`src/rtl/ex_mem_reg.sv`:
```
// ex_mem_reg: EX/MEM pipeline register built as a 2-entry skid buffer.
//
// The head register drives the memory-stage outputs. The skid register takes
// one extra entry when the head is stalled. This lets in_ready come straight
// from a flop, so there is no combinational path from out_ready.
//
// Handshake: a transfer happens on a rising clk edge when valid and ready are
// both high on the same side (in_valid & in_ready, out_valid & out_ready).
// While out_valid is high and out_ready is low, the out_* payload is held.
//
// Ports:
//   clk, rst        clock; asynchronous active-high reset
//   flush           synchronous discard of all held entries (beats push/pop)
//   in_valid/ready  upstream ALU handshake
//   in_result/flags/rd/reg_write   incoming ALU entry
//   out_valid/ready memory-stage handshake
//   out_result/flags/rd/reg_write  head-entry payload
//   occupancy       number of held entries (0..2); also the FSM state code
module ex_mem_reg #(
  parameter int DATA_W = 32,
  parameter int RD_W   = 5
) (
  input  logic              clk,
  input  logic              rst,
  input  logic              flush,
  input  logic              in_valid,
  output logic              in_ready,
  input  logic [DATA_W-1:0] in_result,
  input  logic [3:0]        in_flags,
  input  logic [RD_W-1:0]   in_rd,
  input  logic              in_reg_write,
  output logic              out_valid,
  input  logic              out_ready,
  output logic [DATA_W-1:0] out_result,
  output logic [3:0]        out_flags,
  output logic [RD_W-1:0]   out_rd,
  output logic              out_reg_write,
  output logic [1:0]        occupancy
);

  // The state code equals the entry count, so occupancy exposes the FSM
  // state directly.
  typedef enum logic [1:0] {
    S_EMPTY = 2'd0,
    S_ONE   = 2'd1,
    S_FULL  = 2'd2
  } state_t;

  typedef struct packed {
    logic [DATA_W-1:0] result;
    logic [3:0]        flags;
    logic [RD_W-1:0]   rd;
    logic              reg_write;
  } entry_t;

  state_t state, state_next;
  entry_t head_q, skid_q, in_entry;
  logic   in_ready_q;
  logic   push, pop;
  logic   head_load, head_from_skid, skid_load;

  // Register x0 is never written, so drop the write enable when the entry
  // is captured.
  always_comb begin
    in_entry.result    = in_result;
    in_entry.flags     = in_flags;
    in_entry.rd        = in_rd;
    in_entry.reg_write = in_reg_write && (in_rd != '0);
  end

  // A push is blocked during flush. Any entry offered in that cycle is
  // discarded.
  assign push = in_valid && in_ready_q && !flush;
  assign pop  = (state != S_EMPTY) && out_ready;

  // State register. in_ready is registered from the next state, so it is
  // valid from the start of each cycle.
  always_ff @(posedge clk or posedge rst) begin
    if (rst) begin
      state      <= S_EMPTY;
      in_ready_q <= 1'b1;
    end else begin
      state      <= state_next;
      in_ready_q <= (state_next != S_FULL);
    end
  end

  // Next-state logic
  always_comb begin
    state_next = state;
    if (flush) begin
      state_next = S_EMPTY;
    end else begin
      unique case (state)
        S_EMPTY: if (push) state_next = S_ONE;
        S_ONE: begin
          if (push && !pop)      state_next = S_FULL;
          else if (!push && pop) state_next = S_EMPTY;
        end
        // In FULL, in_ready is low, so only a pop can happen.
        S_FULL:  if (pop) state_next = S_ONE;
        default: state_next = S_EMPTY;
      endcase
    end
  end

  // Datapath load enables
  always_comb begin
    head_load      = 1'b0;
    head_from_skid = 1'b0;
    skid_load      = 1'b0;
    if (!flush) begin
      head_load      = push && ((state == S_EMPTY) || ((state == S_ONE) && pop));
      head_from_skid = (state == S_FULL) && pop;
      skid_load      = push && (state == S_ONE) && !pop;
    end
  end

  always_ff @(posedge clk or posedge rst) begin
    if (rst) begin
      head_q <= '0;
      skid_q <= '0;
    end else begin
      if (head_load)           head_q <= in_entry;
      else if (head_from_skid) head_q <= skid_q;
      if (skid_load)           skid_q <= in_entry;
    end
  end

  // Output logic
  always_comb begin
    out_valid     = (state != S_EMPTY);
    in_ready      = in_ready_q;
    occupancy     = state;
    out_result    = head_q.result;
    out_flags     = head_q.flags;
    out_rd        = head_q.rd;
    out_reg_write = head_q.reg_write;
  end

endmodule
```
`config.mk`:
```
export PLATFORM = sky130hd
export DESIGN_NAME = ex_mem_reg
export DESIGN_NICKNAME = d
export VERILOG_FILES = /design/src/rtl/ex_mem_reg.sv
export SDC_FILE = /design/constraint.sdc
export NUM_CORES = 1
export LEC_CHECK = 0
export ABC_AREA = 1
export CAP_MARGIN = 20
export CELL_PAD_IN_SITES_DETAIL_PLACEMENT = 1
export CELL_PAD_IN_SITES_GLOBAL_PLACEMENT = 1
export CORE_AREA = 5 5 111 113
export CTS_CLUSTER_DIAMETER = 50
export CTS_CLUSTER_SIZE = 24
export DETAILED_ROUTE_END_ITERATION = 12
export DIE_AREA = 0 0 116 118
export GPL_TIMING_DRIVEN = 0
export PLACE_DENSITY_LB_ADDON = 0.08
export SYNTH_ARGS = -nofsm -noshare
export SYNTH_HDL_FRONTEND = slang
export SYNTH_SLANG_ARGS = --single-unit
```
`constraint.sdc`:
```
create_clock -name clk -period 3.9 [get_ports clk]
set_input_delay 0.975 -clock clk [delete_from_list [all_inputs] [get_ports clk]]
set_output_delay 0.975 -clock clk [all_outputs]
set_load 0.02 [all_outputs]
```
==> out/metrics.cfg <==
[outcome]
status = complete, no violations

[critical_path]
required_ns = 2.92
worst_r2r_startpoint = in_ready$_DFF_PP1_
slowest_delay_ns = 0.60
crit_path_cell_trace = inv_2 > nand2_1 > clkdlybuf4s50_1
rrSetupSlack_ns = 2.20
crit_fanout = 6
worstSetupPathType = reg2out
worstPathArrival_ns = 1.56
r2r_end = out_result[28]$_DFFE_PP0P_
crit_slowest_cell = clkdlybuf4s50_1
reg2regPathDepth = 7
end_kind = primary output
crit_start = occupancy[1]$_DFF_PP0_
crit_end = out_valid
startpoint_type = register

[pwr]
leakagePower_nw = 2.85
power_mw = 2.58
cellPowerDensity_nw_per_um2 = 481
ir_drop_mv = 0.209

[sta]
worstMarginPinSlew_ns = 0.525
relSlewSlack_pct = 64.9
rsz0062_at_grt = false
period_share_pct = 65.1
fmax_mhz = 394
whs_ns = 0.474
period_needed_ns = 2.54
final-setup-viol-count = 0
finClkSkew_ns = 0.00407
setup_slack_ns = 1.36
hold_violations = 0
final_max_slew_viol_count = 0

[clock_tree]
cts_tree = done
cts-resized-gates = 0
cts.sinks = 87
cts.clk_slew.worst_paths_ns = 0.06
htree_num_levels = 3
cts.path.max_buffers = 2
clk_latency_ns = 0.33
postCtsSetupRepairBufs = 0
numCtsBuffers = 9
cts_root_buf = clkbuf_16
cts_hold_buf = 0

[route]
post_drt_wl_per_cell_um = 14.3
route.detailed.drc = 0
drtIter0Drc = 139
wl_mm = 11.1
drtAntennaViolNets = 0
vias = 3604
dr.pass1.iters = 4
viasPerCell = 4.65

[placement]
detailedPlace.worstSlack_ns = 1.23
gp_congestion = 0.782
dp_hpwl_mm = 8.08
dp_cells = 759
numPortBuffers = 92

[synth]
syn_area_sq_um = 3940
synth.top_cell.area_share_pct = 54.6
syn_inst = 523
synth.most_common_cell = nand2_1
synth_commonest_cells = 301 x nand2_1, 86 x dfrtp_1, 48 x nand3_1
synth_warnings = 0
synth_edf_count = 0
ys_seq_elements = 87
synth_top_area_cell = dfrtp_1
seq_area_frac_synth_pct = 55.3
syn_nets = 570
dominantRegCellSynth = dfrtp_1
yosysUniqueCellTypes = 14
synth_area_leaders = dfrtp_1 55%, nand2_1 29%, nand3_1 6.1%
synth-async-reset-ratio_pct = 100
synth.avg_cell_area_sq_um = 7.54

[floorplanning]
die_x_um = 116
dieArea_sq_um = 13700
fp.dieH_um = 118
rows = 39
coreArea_sq_um = 11200
boundaryPins = 93
start_util_pct = 35.1

[cells_and_area]
regArea_sq_um = 2180
stdcell_count = 775
syn2layout_area_growth_pct = 36.0
diodes = 0
fillers = 1412
drive_gt1_share_pct = 7.75
multi_input_area_sq_um = 1450
nets = 674

[grt]
grt_max_degree = 68
grt_pass1_wl_mm = 19.1
grt_remaining_overflow = 0
track_usage_pct = 17.3
grt_pass1_vias = 3977
antenna_found_initial = 0

[job]
drv_cap = 0

[worst_hold_path]
holdCritPathClass = reg2reg

power by group:
group	switching (mW)	internal, mW
Sequential	0.0946	1.08
Combinational	0.300	0.256
Clock	0.354	0.494
Total	0.749	1.83
worst max-delay path, delay by kind of cell, from the launching register on:
kind	cells	cell delay, ns
buffers and inverters	2	0.68
and+or+nand+nor	1	0.07
DFF	1	0.47
per-layer routing:
| metal | track usage (%) | vias up | wire, um | part of all wire, % |
|---|---|---|---|---|
| li1 | - | 1776 | - | - |
| met1 | 22.5 | 1751 | 5090 | 46 |
| met2 | 28.8 | 66 | 5400 | 49 |
| met3 | 3.08 | 11 | 462 | 4.2 |
| met4 | 6.02 | 0 | 167 | 1.5 |
| met5 | 0 | - | 0 | 0 |
cells by family after synthesis:
group / count (synthesis) / synth area share, %
AOI/OAI and AO/OA: 4 / 0.603
buffers and inverters: 74 / 8.06
and+or+nand+nor: 358 / 36.1
DFF: 87 / 55.3
state kept, by name, summed over array words and instances, names as in the netlist:
register and count:
skid_q 42, out_result 32, out_rd 5, out_flags 4
occupancy 2, in_ready 1, out_reg_write 1
worst min path at each step:
| stage | start | endpoint | cells past startpoint |
|---|---|---|---|
| after floorplan | skid_q[10]$_DFFE_PP0P_ | skid_q[10]$_DFFE_PP0P_ | 2 |
| after global placement | skid_q[18]$_DFFE_PP0P_ | skid_q[18]$_DFFE_PP0P_ | 2 |
| after detailed placement | skid_q[4]$_DFFE_PP0P_ | skid_q[4]$_DFFE_PP0P_ | 2 |
| after CTS | skid_q[4]$_DFFE_PP0P_ | skid_q[4]$_DFFE_PP0P_ | 2 |
| after global routing | skid_q[39]$_DFFE_PP0P_ | skid_q[39]$_DFFE_PP0P_ | 2 |
| final | skid_q[29]$_DFFE_PP0P_ | skid_q[29]$_DFFE_PP0P_ | 2 |
through the flow:
stage | setup TNS [ns] | util [%] | area (sq um)
final | 0 | 47.8 | 5360
after global routing | 0 | 47.8 | 5360
after CTS | 0 | 47.8 | 5360
after detailed placement | 0 | 45.2 | 5070
after global placement | -85.36 | 44.9 | 5040
after floorplan | 0 | - | 3940
area by class of cell:
class | count | share of cell area [%]
Multi-Input combinational cell | 362 | 27.0
Inverter | 50 | 3.55
Clock buffer | 10 | 4.27
Buffer | 24 | 2.43
Clock inverter | 6 | 1.14
Tap cell | 143 | 3.34
Sequential cell | 87 | 40.6
Timing Repair Buffer | 93 | 17.7
cell usage in the layout, fill, tap and decap left out, types with 3 or more instances in the layout:
master / count
buf_2: 20
nand3_1: 48
nor2_1: 6
dfrtp_1: 86
buf_4: 4
clkinv_2: 3
nand2_1: 301
inv_2: 3
clkdlybuf4s50_1: 92
clkbuf_16: 9
inv_1: 46
No activity file was read; power rests on OpenSTA's default activity.
